==> config.mk <==
export PLATFORM = sky130hd
export DESIGN_NAME = pciexp_810enc_multi
export DESIGN_NICKNAME = d
export VERILOG_FILES = /design/src/rtl/pciexp_810enc_multi.sv
export SDC_FILE = /design/constraint.sdc
export NUM_CORES = 1
export LEC_CHECK = 0
export ABC_AREA = 1
export BUFFER_PORTS_ARGS = -buffer_cell sky130_fd_sc_hd__buf_2
export CAP_MARGIN = 0
export CORE_UTILIZATION = 51
export CTS_CLUSTER_SIZE = 30
export DETAILED_ROUTE_END_ITERATION = 10
export GPL_ROUTABILITY_DRIVEN = 0
export PLACE_DENSITY = 0.76
export SYNTH_ARGS = -nofsm -noshare
export SYNTH_HDL_FRONTEND = slang
export SYNTH_SLANG_ARGS = --single-unit
==> constraint.sdc <==
create_clock -name PCLK250 -period 15 [get_ports PCLK250]
set_input_delay 0.75 -clock PCLK250 [delete_from_list [all_inputs] [get_ports PCLK250]]
set_output_delay 0.75 -clock PCLK250 [all_outputs]
set_load 0.1 [all_outputs]
==> src/rtl/pciexp_810enc_multi.sv <==
// -----------------------------------------------------------------------------
// pciexp_810enc_multi
//
// 8b/10b encoder that encodes NUM_SYM bytes per PCLK250 cycle for wide PIPE
// datapaths. It sits between the lane byte-striping logic and the serializer.
//
// Running disparity chains lane 0 -> lane NUM_SYM-1 inside a beat. The
// disparity after the last lane is kept in one register and seeds the next
// beat. The output has one registered stage with a valid/ready handshake and
// full throughput: a new beat is taken whenever the output register is empty
// or is being drained in the same cycle.
//
// Optional feature (macro PCIEXP_ENC_KERR_EN):
//   defined   - illegal K codes are flagged per lane on KErr_P3 and counted in
//               the saturating KErrCnt (KErrClr clears it, clear wins).
//   undefined - no detection logic; KErr_P3 and KErrCnt read 0 and KErrClr is
//               ignored.
//   Either way an illegal K byte is sent as the data symbol D.x.y.
//
// Ports
//   PCLK250        in   encoder clock
//   Reset_P2       in   asynchronous active-high reset
//   InValid_P2     in   input beat valid
//   InReady_P2     out  encoder can take a beat (~OutValid_P3 | OutReady_P3)
//   DataIn_P2      in   byte n at [8n+7:8n], bit 0 = A
//   KCodeIn_P2     in   bit n set = byte n is a K symbol
//   UseNegDisp_P2  in   start this beat at RD- (sampled on accept only)
//   OutValid_P3    out  output beat valid
//   OutReady_P3    in   downstream takes the output beat
//   DataOut_P3     out  symbol n at [10n+9:10n], bit 0 = a (first on wire)
//   DispOut_P3     out  RD after the last lane of the output beat (1 = RD+)
//   KErr_P3        out  lane n carried an illegal K code
//   KErrCnt        out  saturating count of illegal K symbols
//   KErrClr        in   synchronous clear of KErrCnt
// -----------------------------------------------------------------------------
module pciexp_810enc_multi #(
   parameter int NUM_SYM   = 2,
   parameter int ERR_CNT_W = 8
) (
   input  logic                   PCLK250,
   input  logic                   Reset_P2,
   input  logic                   InValid_P2,
   output logic                   InReady_P2,
   input  logic [8*NUM_SYM-1:0]   DataIn_P2,
   input  logic [NUM_SYM-1:0]     KCodeIn_P2,
   input  logic                   UseNegDisp_P2,
   output logic                   OutValid_P3,
   input  logic                   OutReady_P3,
   output logic [10*NUM_SYM-1:0]  DataOut_P3,
   output logic                   DispOut_P3,
   output logic [NUM_SYM-1:0]     KErr_P3,
   output logic [ERR_CNT_W-1:0]   KErrCnt,
   input  logic                   KErrClr
);

   // 5b/6b codes for RD-, written abcdei (a = MSB of the literal).
   function automatic logic [5:0] six_rdn(input logic [4:0] x);
      logic [5:0] c;
      case (x)
         5'd0:  c = 6'b100111;   5'd1:  c = 6'b011101;
         5'd2:  c = 6'b101101;   5'd3:  c = 6'b110001;
         5'd4:  c = 6'b110101;   5'd5:  c = 6'b101001;
         5'd6:  c = 6'b011001;   5'd7:  c = 6'b111000;
         5'd8:  c = 6'b111001;   5'd9:  c = 6'b100101;
         5'd10: c = 6'b010101;   5'd11: c = 6'b110100;
         5'd12: c = 6'b001101;   5'd13: c = 6'b101100;
         5'd14: c = 6'b011100;   5'd15: c = 6'b010111;
         5'd16: c = 6'b011011;   5'd17: c = 6'b100011;
         5'd18: c = 6'b010011;   5'd19: c = 6'b110010;
         5'd20: c = 6'b001011;   5'd21: c = 6'b101010;
         5'd22: c = 6'b011010;   5'd23: c = 6'b111010;
         5'd24: c = 6'b110011;   5'd25: c = 6'b100110;
         5'd26: c = 6'b010110;   5'd27: c = 6'b110110;
         5'd28: c = 6'b001110;   5'd29: c = 6'b101110;
         5'd30: c = 6'b011110;   5'd31: c = 6'b101011;
         default: c = 6'b000000;
      endcase
      return c;
   endfunction

   // 3b/4b data codes for RD-, written fghj (primary .7).
   function automatic logic [3:0] four_rdn(input logic [2:0] y);
      logic [3:0] c;
      case (y)
         3'd0: c = 4'b1011;   3'd1: c = 4'b1001;
         3'd2: c = 4'b0101;   3'd3: c = 4'b1100;
         3'd4: c = 4'b1101;   3'd5: c = 4'b1010;
         3'd6: c = 4'b0110;   3'd7: c = 4'b1110;
         default: c = 4'b0000;
      endcase
      return c;
   endfunction

   function automatic logic is_bal6(input logic [5:0] c);
      int n;
      n = 0;
      for (int i = 0; i < 6; i++) n += int'(c[i]);
      return (n == 3);
   endfunction

   function automatic logic is_bal4(input logic [3:0] c);
      int n;
      n = 0;
      for (int i = 0; i < 4; i++) n += int'(c[i]);
      return (n == 2);
   endfunction

   // K.28.y and K.23/27/29/30.7 are the only legal control symbols.
   function automatic logic k_legal(input logic [7:0] b);
      return (b[4:0] == 5'd28) ||
             ((b[7:5] == 3'd7) &&
              ((b[4:0] == 5'd23) || (b[4:0] == 5'd27) ||
               (b[4:0] == 5'd29) || (b[4:0] == 5'd30)));
   endfunction

   // Encodes one byte at running disparity rd; returns {rd_after, symbol}.
   // Symbol bit 0 is 'a'. RD+ codes are the bitwise complement of RD- codes
   // for unbalanced sub-blocks and for the two balanced-but-alternating
   // codes D.7 (111000/000111) and .3 (1100/0011).
   function automatic logic [10:0] enc_sym(input logic [7:0] b,
                                           input logic       k,
                                           input logic       rd);
      logic [4:0] x;
      logic [2:0] y;
      logic       kl;
      logic       unb6;
      logic       unb4;
      logic       rd_mid;
      logic       alt7;
      logic [5:0] six;
      logic [3:0] four;
      logic [9:0] seq;
      logic [9:0] code;
      x    = b[4:0];
      y    = b[7:5];
      kl   = k & k_legal(b);
      six  = (kl && (x == 5'd28)) ? 6'b001111 : six_rdn(x);
      unb6 = ~is_bal6(six);
      if (rd && (unb6 || (x == 5'd7))) six = ~six;
      rd_mid = rd ^ unb6;
      // A7 avoids a run of five equal bits across the sub-block boundary;
      // every legal K.x.7 uses it as well.
      alt7 = (y == 3'd7) &&
             (kl ||
              (!rd_mid && ((x == 5'd17) || (x == 5'd18) || (x == 5'd20))) ||
              ( rd_mid && ((x == 5'd11) || (x == 5'd13) || (x == 5'd14))));
      four = alt7 ? 4'b0111 : four_rdn(y);
      unb4 = ~is_bal4(four);
      // K.x.1/.2/.5/.6 use the inverted balanced code after an RD- sub-block
      // so the comma pattern survives.
      if (kl && ((y == 3'd1) || (y == 3'd2) || (y == 3'd5) || (y == 3'd6))) begin
         if (!rd_mid) four = ~four;
      end else if (rd_mid && (unb4 || (y == 3'd3))) begin
         four = ~four;
      end
      seq = {six, four};
      for (int i = 0; i < 10; i++) code[i] = seq[9-i];
      return {rd_mid ^ unb4, code};
   endfunction

   logic                   vld_p3;
   logic                   rd_p3;
   logic [10*NUM_SYM-1:0]  data_p3;
   logic                   accept_p2;
   logic                   rd_nxt_p2;
   logic [10*NUM_SYM-1:0]  enc_p2;

   assign InReady_P2  = ~vld_p3 | OutReady_P3;
   assign accept_p2   = InValid_P2 & InReady_P2;
   assign OutValid_P3 = vld_p3;
   assign DataOut_P3  = data_p3;
   // The stored RD and the reported disparity are the same quantity.
   assign DispOut_P3  = rd_p3;

   // ---- P2: disparity chain across the lanes of the incoming beat ----
   always_comb begin
      logic        rd_chain;
      logic [10:0] r;
      r        = '0;
      enc_p2   = '0;
      rd_chain = UseNegDisp_P2 ? 1'b0 : rd_p3;
      for (int n = 0; n < NUM_SYM; n++) begin
         r                  = enc_sym(DataIn_P2[8*n +: 8], KCodeIn_P2[n], rd_chain);
         enc_p2[10*n +: 10] = r[9:0];
         rd_chain           = r[10];
      end
      rd_nxt_p2 = rd_chain;
   end

   // ---- P3: output register; RD only moves when a beat is accepted ----
   always_ff @(posedge PCLK250 or posedge Reset_P2) begin
      if (Reset_P2) begin
         vld_p3  <= 1'b0;
         data_p3 <= '0;
         rd_p3   <= 1'b0;
      end else if (accept_p2) begin
         vld_p3  <= 1'b1;
         data_p3 <= enc_p2;
         rd_p3   <= rd_nxt_p2;
      end else if (OutReady_P3) begin
         vld_p3  <= 1'b0;
      end
   end

`ifdef PCIEXP_ENC_KERR_EN
   function automatic logic [ERR_CNT_W-1:0] sat_add(input logic [ERR_CNT_W-1:0] cnt,
                                                    input logic [NUM_SYM-1:0]   inc);
      logic [ERR_CNT_W:0] s;
      s = {1'b0, cnt};
      for (int n = 0; n < NUM_SYM; n++) s = s + {{ERR_CNT_W{1'b0}}, inc[n]};
      return s[ERR_CNT_W] ? {ERR_CNT_W{1'b1}} : s[ERR_CNT_W-1:0];
   endfunction

   logic [NUM_SYM-1:0]    kerr_nxt_p2;
   logic [NUM_SYM-1:0]    kerr_p3;
   logic [ERR_CNT_W-1:0]  err_cnt;

   // ---- P2: illegal-K flags per lane ----
   always_comb begin
      kerr_nxt_p2 = '0;
      for (int n = 0; n < NUM_SYM; n++)
         kerr_nxt_p2[n] = KCodeIn_P2[n] & ~k_legal(DataIn_P2[8*n +: 8]);
   end

   // ---- P3: flags registered with the symbols, counter ----
   always_ff @(posedge PCLK250 or posedge Reset_P2) begin
      if (Reset_P2)       kerr_p3 <= '0;
      else if (accept_p2) kerr_p3 <= kerr_nxt_p2;
   end

   always_ff @(posedge PCLK250 or posedge Reset_P2) begin
      if (Reset_P2)       err_cnt <= '0;
      else if (KErrClr)   err_cnt <= '0;
      else if (accept_p2) err_cnt <= sat_add(err_cnt, kerr_nxt_p2);
   end

   assign KErr_P3 = kerr_p3;
   assign KErrCnt = err_cnt;
`else
   logic unused_kerr_clr;
   assign unused_kerr_clr = KErrClr;
   assign KErr_P3 = '0;
   assign KErrCnt = '0;
`endif

endmodule

==> flow_summary_export.csv <==
group,metric,value,unit
drt,vias,2434,
hold_path,hold_path_class,"reg2reg",
power,p_comb_share,72.6,%
critical_path,cp_data_required_time,15.15,ns
placement,placed_area,0.00285,mm²
clocking,cts-resized-gates,0,
synthesis,seq_area_frac_synth,20.9,%
die,initial_core_util,54.3,%
synthesis,synth-seq-cells,22,
clocking,ctsHtreeMaxLevel,1,
sta,period_needed,8.39,ns
layout,fillers,467,
clocking,cts_hold_buffers,0,
synthesis,yosysWarnings,0,
global_routing,grt_first_pass_wirelength,9090,µm
power,power_leakage,1.64,nW
sta,setup_viol,0,
critical_path,worstSetupPathType,"in2reg",
layout,mostFrequentLayoutCells,"105 x nand2_1, 52 x inv_1, 45 x buf_2, 29 x nand3_1, 28 x nor2_1",
die,fp.dieW,73.8,µm
synthesis,synth_cell_types,39,
power,p_sw_share,62.9,%
power,power.internal,0.206,mW
die,ios,57,
layout,syn2layout_area_growth,10.9,%
power,ir_worst_vdd,141,µV
critical_path,slowest_stage,"fa_1",
layout,fin_area,0.00292,mm²
layout,drive_gt1_share,18.1,%
layout,multi_input_area,0.00177,mm²
critical_path,path_max_fanout,6,
sta,rsz0062_at_grt,"false",
layout,layout_commonest_cell,"nand2_1",
drt,vias_per_cell,4.94,
global_routing,antenna_found_initial,0,
die,die_h,73.8,µm
sta,slew_viol_final,0,
clocking,root_buffer,"clkbuf_8",
clocking,numCtsBuffers,3,
synthesis,async_flop_share,100,%
drt,first_pass_iters,4,
layout,nets,479,
power,pwr-share-seq,17.6,%
sta,worst_pin_slew,0.888,ns
power,p_switching,0.349,mW
placement,io_buffers,45,
synthesis,synth-edff-count,0,
flow_run,drv_cap,0,
layout,diodes,0,
die,core,0.00485,mm²
critical_path,end_kind,"flip-flop",
outcome,outcome,"finished clean",
sta,fmax,0.119,GHz
sta,post-route-period-util,55.9,%
placement,post-dp-hpwl,4450,µm
drt,wire_per_inst,10.7,µm
global_routing,grt_pass1_vias,2203,
clocking,cts_tree,"done",
synthesis,netlist_instances,386,
synthesis,avgSynthCellArea,6.82,µm²
synthesis,synth_area,0.00263,mm²
drt,drt_wl_total,5270,µm
critical_path,worstSetupStartpointType,"input pin",
die,row_count,25,
clocking,clkSlewWorstSetupHoldPaths,0.08,ns
power,power_frac_clock,9.8,%
sta,tns,0,ns
critical_path,cp_slowest_stage_delay,0.55,ns
critical_path,worst_path_most_repeated_cell,"inv_1",
clocking,cts_setup_buffers,0,
clocking,clock_sinks,22,
critical_path,arrival,8.54,ns
die,dieArea,0.00545,mm²
drt,drtIter0Drc,134,
clocking,clk_latency,0.26,ns
global_routing,track_usage,20.6,%
drt,drc,0,
drt,ant_nets,0,
synthesis,dominantRegCellSynth,"dfrtp_1",
sta,finClkSkew,0.000963,ns
clocking,clockBufferDepth,2,
global_routing,grt-ovfl-total,0,
power,p_per_area,190,mW/mm²
layout,final-seq-area,551,µm²
sta,slew_headroom,40.7,%
sta,final_hold_viol_count,0,
global_routing,grt_max_degree,34,
==> registers in the layout (all words and copies together) (netlist names) <==
name         cells
DataOut_P3      20
DispOut_P3       1
OutValid_P3      1
==> power by group through the flow <==
stage | sequential [mW] | combinational [mW] | clock (mW)
2_1_floorplan | 0.277 | 0.165 | 0
3_3_place_gp | 0.0978 | 0.398 | 0
3_5_place_dp | 0.0985 | 0.405 | 0
4_1_cts | 0.0976 | 0.406 | 0.0548
5_1_grt | 0.101 | 0.437 | 0.0571
6_report | 0.0977 | 0.403 | 0.0546
==> area by class of cell <==
cell class	instances	share of cell area, %
Clock buffer	3	1.41
Timing Repair Buffer	45	7.71
Multi-Input combinational cell	297	60.7
Sequential cell	22	18.9
Clock inverter	1	1.03
Tap cell	67	2.87
Inverter	58	7.46
==> synth_stat cells, types with 2 or more instances <==
cell type / instances / share of area (%)
nand2_1: 105 / 15
inv_1: 52 / 7.4
nand3_1: 29 / 5.5
nor2_1: 28 / 4.0
o21ai_0: 26 / 4.9
dfrtp_1: 22 / 21
ha_1: 20 / 9.5
buf_4: 11 / 3.1
xor2_1: 11 / 3.7
nand2_2: 10 / 2.4
fa_1: 8 / 6.1
a21oi_1: 7 / 1.3
inv_2: 5 / 0.71
o22ai_1: 5 / 1.2
nand2_4: 4 / 1.7
o21ai_1: 4 / 0.76
xnor2_1: 4 / 1.3
clkbuf_1: 3 / 0.43
nor3_1: 3 / 0.57
a31oi_1: 2 / 0.48
buf_2: 2 / 0.38
buf_6: 2 / 0.86
nand4_1: 2 / 0.48
nor2_4: 2 / 0.86
o2111ai_1: 2 / 0.67
o211ai_1: 2 / 0.57
o221ai_1: 2 / 0.67
or2_2: 2 / 0.48
==> layer usage <==
metal | up-vias | track usage, % | wire length [µm]
li1 | 1284 | - | -
met1 | 1096 | 27.3 | 2580
met2 | 46 | 36.5 | 2480
met3 | 8 | 1.23 | 147
met5 | - | 0 | 0
met4 | 0 | 4.70 | 53
==> worst paths after layout <==
check                                            from                          to  slack (ns)  cells past startpoint
setup reg to reg               DispOut_P3$_DFFE_PP0P_  DataOut_P3[19]$_DFFE_PP0P_        9.60                     33
max in group asynchronous                    Reset_P2  DataOut_P3[18]$_DFFE_PP0P_       13.89                      2
hold / removal             DataOut_P3[17]$_DFFE_PP0P_  DataOut_P3[17]$_DFFE_PP0P_        0.49                      2
hold reg to reg            DataOut_P3[17]$_DFFE_PP0P_  DataOut_P3[17]$_DFFE_PP0P_        0.49                      2
min in group asynchronous                    Reset_P2   DataOut_P3[4]$_DFFE_PP0P_        0.63                      2
setup / recovery                         DataIn_P2[0]  DataOut_P3[19]$_DFFE_PP0P_        6.61                     47
==> logic make-up after synthesis <==
kind of cell / share of synthesized area, %
AOI/OAI and AO/OA: 12.8
xor gates and xnor gates: 4.99
adders and majority gates: 15.6
buffers and inverters: 13.1
DFF: 20.9
other: 0.142
and+or+nand+nor: 32.5
==> worst max-delay path: cells and delay by family <==
family                     cells  cell delay, ns
buffers and inverters         11            1.02
adders and majority gates     11            3.75
and+or+nand+nor               23            2.55
AOI/OAI and AO/OA              2            0.47
==> through the flow <==
step	hold WS [ns]	util, %	power, mW	worst slack, ns	instances
3_3_place_gp	0.458	58.8	0.495	6.48	489
2_1_floorplan	0.739	-	0.442	7.36	395
4_1_cts	0.487	60.2	0.558	6.59	493
3_5_place_dp	0.466	58.8	0.503	6.36	489
5_1_grt	0.515	60.2	0.595	5.87	493
6_report	0.489	60.2	0.555	6.61	493
(Power assumes the default switching activity.)
